`config.mk`:
```
export PLATFORM = sky130hd
export DESIGN_NAME = vram_window_arbiter
export DESIGN_NICKNAME = d
export VERILOG_FILES = /design/src/rtl/vram_window_arbiter.sv
export SDC_FILE = /design/constraint.sdc
export NUM_CORES = 1
export LEC_CHECK = 0
export CORE_MARGIN = 2
export CORE_UTILIZATION = 32
export CTS_BUF_LIST = sky130_fd_sc_hd__clkbuf_8 sky130_fd_sc_hd__clkbuf_16
export DETAILED_ROUTE_END_ITERATION = 6
export GPL_TIMING_DRIVEN = 1
export PLACE_DENSITY_LB_ADDON = 0.12
export SETUP_SLACK_MARGIN = 0.5
export SLEW_MARGIN = 15
export SYNTH_ARGS = -nofsm -noshare
export SYNTH_HDL_FRONTEND = slang
export SYNTH_SLANG_ARGS = --single-unit
```
`constraint.sdc`:
```
create_clock -name VGA_clk -period 2 [get_ports VGA_clk]
set_input_delay 0.3 -clock VGA_clk [delete_from_list [all_inputs] [get_ports VGA_clk]]
set_output_delay 0.3 -clock VGA_clk [all_outputs]
set_load 0.05 [all_outputs]
```
`src/rtl/vram_window_arbiter.sv`:
```
// Object RAM arbiter: renderer has absolute priority; game requesters are served round-robin,
// one transaction at a time, only inside a per-frame window placed in vertical blanking.
module vram_window_arbiter #(
    parameter int unsigned NUM_REQ     = 4,
    parameter int unsigned AW          = 10,
    parameter int unsigned DW          = 16,
    parameter int unsigned VFRONT      = 480,
    parameter int unsigned MAXV        = 525,
    parameter int unsigned GUARD_LINES = 2,
    parameter int unsigned MAX_TXN     = 64
) (
    input  logic                  VGA_clk,
    input  logic                  reset_n,
    input  logic [9:0]            xCounter,
    input  logic [9:0]            yCounter,
    input  logic                  render_req,
    input  logic [AW-1:0]         render_addr,
    output logic                  render_valid,
    output logic [DW-1:0]         render_rdata,
    input  logic [NUM_REQ-1:0]    req,
    input  logic [NUM_REQ-1:0]    req_we,
    input  logic [NUM_REQ*AW-1:0] req_addr,
    input  logic [NUM_REQ*DW-1:0] req_wdata,
    output logic [NUM_REQ-1:0]    gnt,
    output logic [NUM_REQ-1:0]    ack,
    output logic [DW-1:0]         ack_rdata,
    output logic                  mem_en,
    output logic                  mem_we,
    output logic [AW-1:0]         mem_addr,
    output logic [DW-1:0]         mem_wdata,
    input  logic [DW-1:0]         mem_rdata,
    output logic                  window_open,
    output logic [7:0]            frame_cnt,
    output logic [6:0]            txn_cnt
);

    localparam int unsigned IW        = (NUM_REQ > 1) ? $clog2(NUM_REQ) : 1;
    localparam logic [9:0]  OpenLine  = 10'(VFRONT);
    localparam logic [9:0]  CloseLine = 10'(MAXV - GUARD_LINES);
    localparam logic [6:0]  TxnLimit  = 7'(MAX_TXN);

    typedef enum logic [1:0] {StScan, StOpen, StDone} win_state_e;
    typedef enum logic [1:0] {GIdle, GIssue, GWait} slot_state_e;

    win_state_e         win_q;
    slot_state_e        slot_q;
    logic [IW-1:0]      last_q;
    logic [IW-1:0]      owner_q;
    logic               render_p1_q;
    logic               ack_rd_q;

    logic               open_hit;
    logic               close_hit;
    logic               grant_ok;
    logic               pick_valid;
    logic [IW-1:0]      pick_idx;
    logic [IW-1:0]      cand;
    logic [NUM_REQ-1:0] pick_oh;
    logic               own_we;
    logic [AW-1:0]      own_addr;
    logic [DW-1:0]      own_wdata;

    assign open_hit  = (xCounter == 10'd0) && (yCounter == OpenLine);
    assign close_hit = (xCounter == 10'd0) && (yCounter == CloseLine);

    // Round-robin search starting just after the last served requester.
    always_comb begin
        pick_valid = 1'b0;
        pick_idx   = '0;
        cand       = '0;
        for (int unsigned k = 1; k <= NUM_REQ; k++) begin
            cand = IW'((32'(last_q) + k) % NUM_REQ);
            if (!pick_valid && req[cand]) begin
                pick_valid = 1'b1;
                pick_idx   = cand;
            end
        end
    end

    assign pick_oh  = NUM_REQ'(1) << pick_idx;
    // No new grant on the closing cycle itself, nor once the frame budget is spent.
    assign grant_ok = (win_q == StOpen) && !close_hit && pick_valid && (txn_cnt < TxnLimit);

    always_comb begin
        own_we    = 1'b0;
        own_addr  = '0;
        own_wdata = '0;
        for (int unsigned i = 0; i < NUM_REQ; i++) begin
            if (owner_q == IW'(i)) begin
                own_we    = req_we[i];
                own_addr  = req_addr[i*AW +: AW];
                own_wdata = req_wdata[i*DW +: DW];
            end
        end
    end

    always_ff @(posedge VGA_clk) begin
        if (!reset_n) begin
            win_q        <= StScan;
            slot_q       <= GIdle;
            last_q       <= IW'(NUM_REQ - 1);
            owner_q      <= '0;
            render_p1_q  <= 1'b0;
            render_valid <= 1'b0;
            ack_rd_q     <= 1'b0;
            gnt          <= '0;
            ack          <= '0;
            mem_en       <= 1'b0;
            mem_we       <= 1'b0;
            mem_addr     <= '0;
            mem_wdata    <= '0;
            frame_cnt    <= '0;
            txn_cnt      <= '0;
        end else begin
            ack          <= '0;
            ack_rd_q     <= 1'b0;
            render_p1_q  <= render_req;
            render_valid <= render_p1_q;

            unique case (win_q)
                StScan: begin
                    if (open_hit) begin
                        win_q     <= StOpen;
                        frame_cnt <= frame_cnt + 8'd1;
                        txn_cnt   <= '0;
                    end
                end
                StOpen: begin
                    if (close_hit)               win_q <= StScan;
                    else if (txn_cnt >= TxnLimit) win_q <= StDone;
                end
                StDone: begin
                    if (close_hit) win_q <= StScan;
                end
                default: win_q <= StScan;
            endcase

            unique case (slot_q)
                GIdle: begin
                    if (grant_ok) begin
                        gnt     <= pick_oh;
                        owner_q <= pick_idx;
                        txn_cnt <= txn_cnt + 7'd1;
                        slot_q  <= GIssue;
                    end
                end
                GIssue: begin
                    if (!render_req) slot_q <= GWait;
                end
                GWait: begin
                    ack      <= gnt;
                    ack_rd_q <= !own_we;
                    gnt      <= '0;
                    last_q   <= owner_q;
                    slot_q   <= GIdle;
                end
                default: slot_q <= GIdle;
            endcase

            // Address/data hold their last value while the port is idle.
            if (render_req) begin
                mem_en   <= 1'b1;
                mem_we   <= 1'b0;
                mem_addr <= render_addr;
            end else if (slot_q == GIssue) begin
                mem_en    <= 1'b1;
                mem_we    <= own_we;
                mem_addr  <= own_addr;
                mem_wdata <= own_wdata;
            end else begin
                mem_en <= 1'b0;
                mem_we <= 1'b0;
            end
        end
    end

    assign window_open  = (win_q == StOpen);
    assign render_rdata = render_valid ? mem_rdata : '0;
    assign ack_rdata    = ack_rd_q ? mem_rdata : '0;

endmodule
```
==> reports/qor.csv, run 1 <==
stage,metric,value,unit
min_path,hold_path_class,flip-flop to flip-flop,
cells_and_area,final_util,0.683,
synthesis,ys_top_cells_by_count,"dfxtp_1, nand2_1, and2_1, nor2_1, a21oi_1",
placed_design,gp_congestion,0.785,
power_and_ir_drop,pwr-share-seq,0.423,
floorplan,die_h,107,um
synthesis,synth-seq-area-share,0.362,
grt,grt_pass1_wl,20.1,mm
synthesis,synthesis.nets,539,
floorplan,start_util,0.330,
flow_run,cap_violations,0,
sta,hold_viol,0,
clock_network,max-clock-path-buffers,2,
sta,tns,-0.0371,ns
grt,gr-total-overflow,0,
sta,setup_violations,1,
sta,final_max_slew_viol_count,0,
grt,track_usage,0.223,
power_and_ir_drop,p_leak,0.00266,uW
synthesis,synth_edf_count,0,
cells_and_area,areaGrowthSynthToFinish,107,%
setup_path,path_cells,or4_1 -> or4_4 -> or2_1 -> or3_1 -> a21boi_1,
cells_and_area,final_nets,806,
synthesis,synthCells,376,
synthesis,syn_area,3420,um^2
power_and_ir_drop,internal_power,2260,uW
detailed_routing,vias,4001,
placed_design,io_buffers,245,
sta,min_period,2.04,ns
power_and_ir_drop,pwr-share-comb,0.200,
floorplan,coreArea,10400,um^2
synthesis,ys.flop_type,dfxtp_1,
detailed_routing,post_drt_wl_per_cell,17.2,um
synthesis,synth_area_leaders,"dfxtp_1, mux4_2, and2_1",
synthesis,ys_async_sr_fraction,0,
floorplan,num_rows,37,
detailed_routing,drt_wl_total,13.5,mm
power_and_ir_drop,power_frac_clock,0.377,
detailed_routing,ant_nets,0,
setup_path,cp.required,2.28,ns
floorplan,fp.dieW,107,um
power_and_ir_drop,peakVddDrop,304,uV
power_and_ir_drop,power,2970,uW
sta,max_freq,0.491,GHz
grt,antenna_found_initial,0,
detailed_routing,drt-initial-drc-count,158,
sta,clock_skew,0.0111,ns
setup_path,cpMaxStageDelayCell,or4_4,
synthesis,yosys.area.top_type,dfxtp_1,
sta,rsz0062_at_grt,yes,
synthesis,ys_seq_elements,62,
synthesis,yosys.area.top_type_share,0.362,
power_and_ir_drop,swShare,0.239,
clock_network,cts_tree,yes,
grt,grt_pass1_vias,3936,
clock_network,cts_made_buffers,9,
synthesis,yosysMostFrequentCell,dfxtp_1,
synthesis,avgSynthCellArea,9.11,um^2
synthesis,ys_types,42,
floorplan,dieArea,11500,um^2
floorplan,io_pins,246,
sta,fin_ws,-0.0371,ns
detailed_routing,drc,0,
clock_network,cts_hold_buf,0,
power_and_ir_drop,switchingPower,710,uW
grt,grt_max_degree,28,
power_and_ir_drop,power_density,419,nW/um^2
sta,tightest_slew,0.514,ns
setup_path,rrSetupSlack,-0.04,ns
detailed_routing,viasPerCell,5.10,
setup_path,cp.arrival,2.31,ns
clock_network,clock_latency,0.35,ns
clock_network,clock-sinks,62,
setup_path,worstSetupStartpointType,flip-flop,
detailed_routing,first_pass_iters,4,
setup_path,crit_type,flip-flop to flip-flop,
outcome,outcome,finished with violations,
cells_and_area,drive_gt1_frac,0.306,
cells_and_area,num_antenna_cells,0,
clock_network,cts.htree.levels,3,
clock_network,clk_pin_slew_worst_paths,0.07,ns
clock_network,cts-root-buf,clkbuf_8,
synthesis,yosysWarnings,0,
placed_design,dp_hpwl,10.1,mm
sta,slew_headroom,0.659,
sta,period_share,1.02,
setup_path,crit_fanout,3,
setup_path,cpPeakStageDelay,0.57,ns
setup_path,end_kind,flip-flop,
outcome,violations,negative setup slack,
## cells in the final DEF (no fill, tap or decap), types with 14 or more instances in the layout
cell,synthesis,routed
clkdlybuf4s15_2,0,35
buf_4,0,22
nor2_1,32,29
nand2_1,52,50
clkdlybuf4s50_1,0,136
buf_12,0,39
a21oi_1,29,27
and2_1,36,36
dfxtp_1,62,58
mux4_2,27,27
mux2i_1,14,14
## repair_timing
action | CTS | global route
cloned | 3 | 1
setup endpoints to repair | 106 | 65
gates resized for setup | 202 | 60
hold endpoints to repair | 0 | 0
pin swaps | 13 | 27
buffers inserted | 7 | 2
## sequential cells by signal (all words and copies together), names as in the netlist, 4 cells and up
signal,cells
mem_wdata,16
mem_addr,10
frame_cnt,8
txn_cnt,7
ack,4
gnt,4
## power groups by stage
stage	clock (uW)	combinational, uW	sequential, uW
after floorplan	0	135	1330
after global placement	0	588	1280
after detailed placement	0	600	1290
after CTS	1140	590	1250
after global routing	1200	629	1260
final	1120	593	1250
## cells by family after synthesis
family          Yosys count  synth area share
simple gates            187             0.284
flops                    62             0.362
compound gates           54            0.0899
mux                      41             0.218
buf+inv                  27            0.0303
xor+xnor                  3           0.00767
fa+ha+maj                 2           0.00731
## worst max-delay path: cells and delay by family, from the launching register on
kind / cells / cell delay [ns]
AO/OA/AOI/OAI: 1 / 0.12
flip-flops: 1 / 0.32
AND/OR/NAND/NOR: 4 / 1.53
## cell type report
type / count / area (um^2)
clock buffer: 11 / 151
clock inverter: 5 / 50.0
fill: 817 / 3280
inverter: 3 / 11.3
multi-input combinational: 287 / 2280
sequential: 62 / 1250
tap: 136 / 170
timing repair buffer: 280 / 3170
## per-layer routing
metal / GRT usage / share of wire
met1: 0.248 / 0.38
met4: 0.0760 / 0.016
met2: 0.406 / 0.52
met5: 0 / 0
met3: 0.0648 / 0.089
## through the flow
step | setup WS (ns) | hold slack [ns] | instances | instance area (um^2)
floorplan | -0.128 | 0.412 | 376 | 3450
global placement | -0.431 | 0.427 | 755 | 6480
detailed placement | -0.485 | 0.432 | 755 | 6480
CTS | -0.0881 | 0.447 | 781 | 6970
global route | -0.0990 | 0.478 | 784 | 7090
finish | -0.0371 | 0.444 | 784 | 7090
## final timing paths
path	startpoint	to	cells after the start
hold / removal	render_p1_q	render_valid	1
hold reg to reg	render_p1_q	render_valid	1
setup / recovery	win_q[0]	frame_cnt[7]	5
setup reg to reg	win_q[0]	frame_cnt[7]	5
Note: power is estimated with default switching activity, not from simulation.
==> inputs of run 2 (changes only) <==
Settings changed: CELL_PAD_IN_SITES_DETAIL_PLACEMENT from default to 1, CELL_PAD_IN_SITES_GLOBAL_PLACEMENT from default to 1, CORE_UTILIZATION 32 to 22, CTS_CLUSTER_DIAMETER from default to 120.
==> run 2 against run 1 <==
  * The run now ends clean
  * Count of clock-buffer cells in the layout rose by 1
  * Non-clock buffer count rose by 4
  * Clock power rose by 29%
  * Die area rose by 44%
  * Largest cell class unchanged
==> reports/qor.csv, run 2 (synthesis results as in run 1) <==
stage,metric,value,unit
setup_path,cp.required,2.25,ns
cells_and_area,design_area,7180,um^2
sta,rsz0062_at_grt,yes,
cells_and_area,largest_reg_flops,16,
placed_design,io_buffers,245,
cells_and_area,areaGrowthSynthToFinish,110,%
grt,grtUsageMet1,0.192,
cells_and_area,fillers,1676,
placed_design,gp_congestion,0.768,
floorplan,fp.dieW,129,um
detailed_routing,drc,0,
setup_path,worstSetupStartpointType,flip-flop,
cells_and_area,ff_latch_area,1250,um^2
power_and_ir_drop,power,3290,uW
setup_path,crit_fanout,4,
cells_and_area,largest-register,mem_wdata,
grt,grt_pass1_vias,4316,
sta,setup_violations,0,
floorplan,die_h,129,um
clock_network,max-clock-path-buffers,2,
clock_network,cts_made_buffers,9,
grt,grt_max_degree,28,
floorplan,coreArea,15200,um^2
placed_design,dp_hpwl,11.1,mm
detailed_routing,post_drt_wl_per_cell,17.5,um
cells_and_area,top_regs,"mem_wdata x16, mem_addr x10, frame_cnt x8",
power_and_ir_drop,power_frac_clock,0.439,
grt,use_met3,0.0437,
detailed_routing,ant_nets,0,
cells_and_area,mostFrequentLayoutCells,"clkdlybuf4s50_1, dfxtp_1, nand2_1, buf_12, and2_1",
setup_path,end_kind,flip-flop,
cells_and_area,num_antenna_cells,0,
detailed_routing,first_pass_iters,4,
power_and_ir_drop,swShare,0.228,
clock_network,cts-root-buf,clkbuf_16,
sta,clock_skew,0.00484,ns
detailed_routing,viasPerCell,4.74,
grt,track_usage,0.175,
floorplan,num_rows,45,
clock_network,cts.htree.levels,3,
detailed_routing,drt-initial-drc-count,129,
clock_network,clock-sinks,62,
sta,tightest_slew,0.525,ns
sta,min_period,1.96,ns
grt,grt_pass1_wl,22.5,mm
power_and_ir_drop,pwr-share-comb,0.179,
power_and_ir_drop,p_leak,0.00272,uW
floorplan,io_pins,246,
power_and_ir_drop,switchingPower,750,uW
clock_network,clock_latency,0.33,ns
setup_path,cp.arrival,2.21,ns
grt,gr-total-overflow,0,
detailed_routing,vias,3971,
min_path,hold_path_class,flip-flop to flip-flop,
cells_and_area,final_nets,810,
sta,whs,0.439,ns
power_and_ir_drop,peakVddDrop,390,uV
grt,grt-busiest-layer,met2,
cells_and_area,multiInputGateArea,2250,um^2
cells_and_area,mostFrequentLayoutCell,clkdlybuf4s50_1,
power_and_ir_drop,power_density,459,nW/um^2
power_and_ir_drop,pwr-share-seq,0.382,
power_and_ir_drop,internal_power,2540,uW
sta,final_max_slew_viol_count,0,
clock_network,clk_pin_slew_worst_paths,0.05,ns
sta,period_share,0.982,
clock_network,cts_tree,yes,
sta,slew_headroom,0.652,
placed_design,post_dp_cell_area,6570,um^2
floorplan,start_util,0.225,
grt,met2_usage,0.317,
cells_and_area,drive_gt1_frac,0.317,
setup_path,crit_type,flip-flop to flip-flop,
detailed_routing,drt_wl_total,14.7,mm
sta,max_freq,0.509,GHz
outcome,outcome,"finished, final reports clean",
grt,antenna_found_initial,0,
sta,hold_viol,0,
flow_run,cap_violations,0,
floorplan,dieArea,16600,um^2
run 2: routing by layer:
| layer | routed length, um | vias up |
|---|---|---|
| met3 | 963 | 20 |
| met4 | 383 | 0 |
| met2 | 7520 | 151 |
| met1 | 5800 | 1920 |
| met5 | 0 | - |
| li1 | - | 1880 |
run 2: power by group through the flow:
stage	registers (uW)	logic (uW)	clock network [uW]
final	1260	588	1450
after global routing	1260	625	1560
after CTS	1260	591	1490
after detailed placement	1290	608	0
after global placement	1290	594	0
after floorplan	1330	135	0
run 2: area by class of cell:
type                    count  share of cell area
inverters                   3             0.00157
repair buffers            284               0.439
multi-input cells         287               0.314
clock inverters             2             0.00122
clock buffers              12              0.0371
well taps                 188              0.0328
flip-flops and latches     62               0.175
run 2: worst max-delay path: stages (launching register included):
cell and delay [ns]:
dfxtp_2 0.32, or4_1 0.38, or4_4 0.43, buf_4 0.16, nor2_4 0.15, and4_1 0.23
mux2i_1 0.21
run 2: timing repair:
action,in CTS,in global routing
gates resized for setup,215,66
setup buffers,8,4
cloned,4,1
pin swaps,12,22
hold buffers,0,0
endpoints found under the setup margin,119,77
run 2: path summary, 6_finish.rpt:
path,from,endpoint,slack [ns],depth (start not counted)
setup / recovery,win_q[0],frame_cnt[4],0.04,6
hold / removal,render_p1_q,render_valid,0.44,1
setup reg to reg,win_q[0],frame_cnt[4],0.04,6
hold reg to reg,render_p1_q,render_valid,0.44,1
run 2: per-stage QoR:
step,std cells,util,setup WS [ns],TNS [ns]
after global routing,838,0.472,-0.0165,-0.0180
after CTS,833,0.470,-0.0903,-0.503
after global placement,807,0.432,-0.430,-6.07
final,838,0.472,0.0364,0
after detailed placement,807,0.432,-0.473,-7.48
after floorplan,376,-,-0.128,-0.128
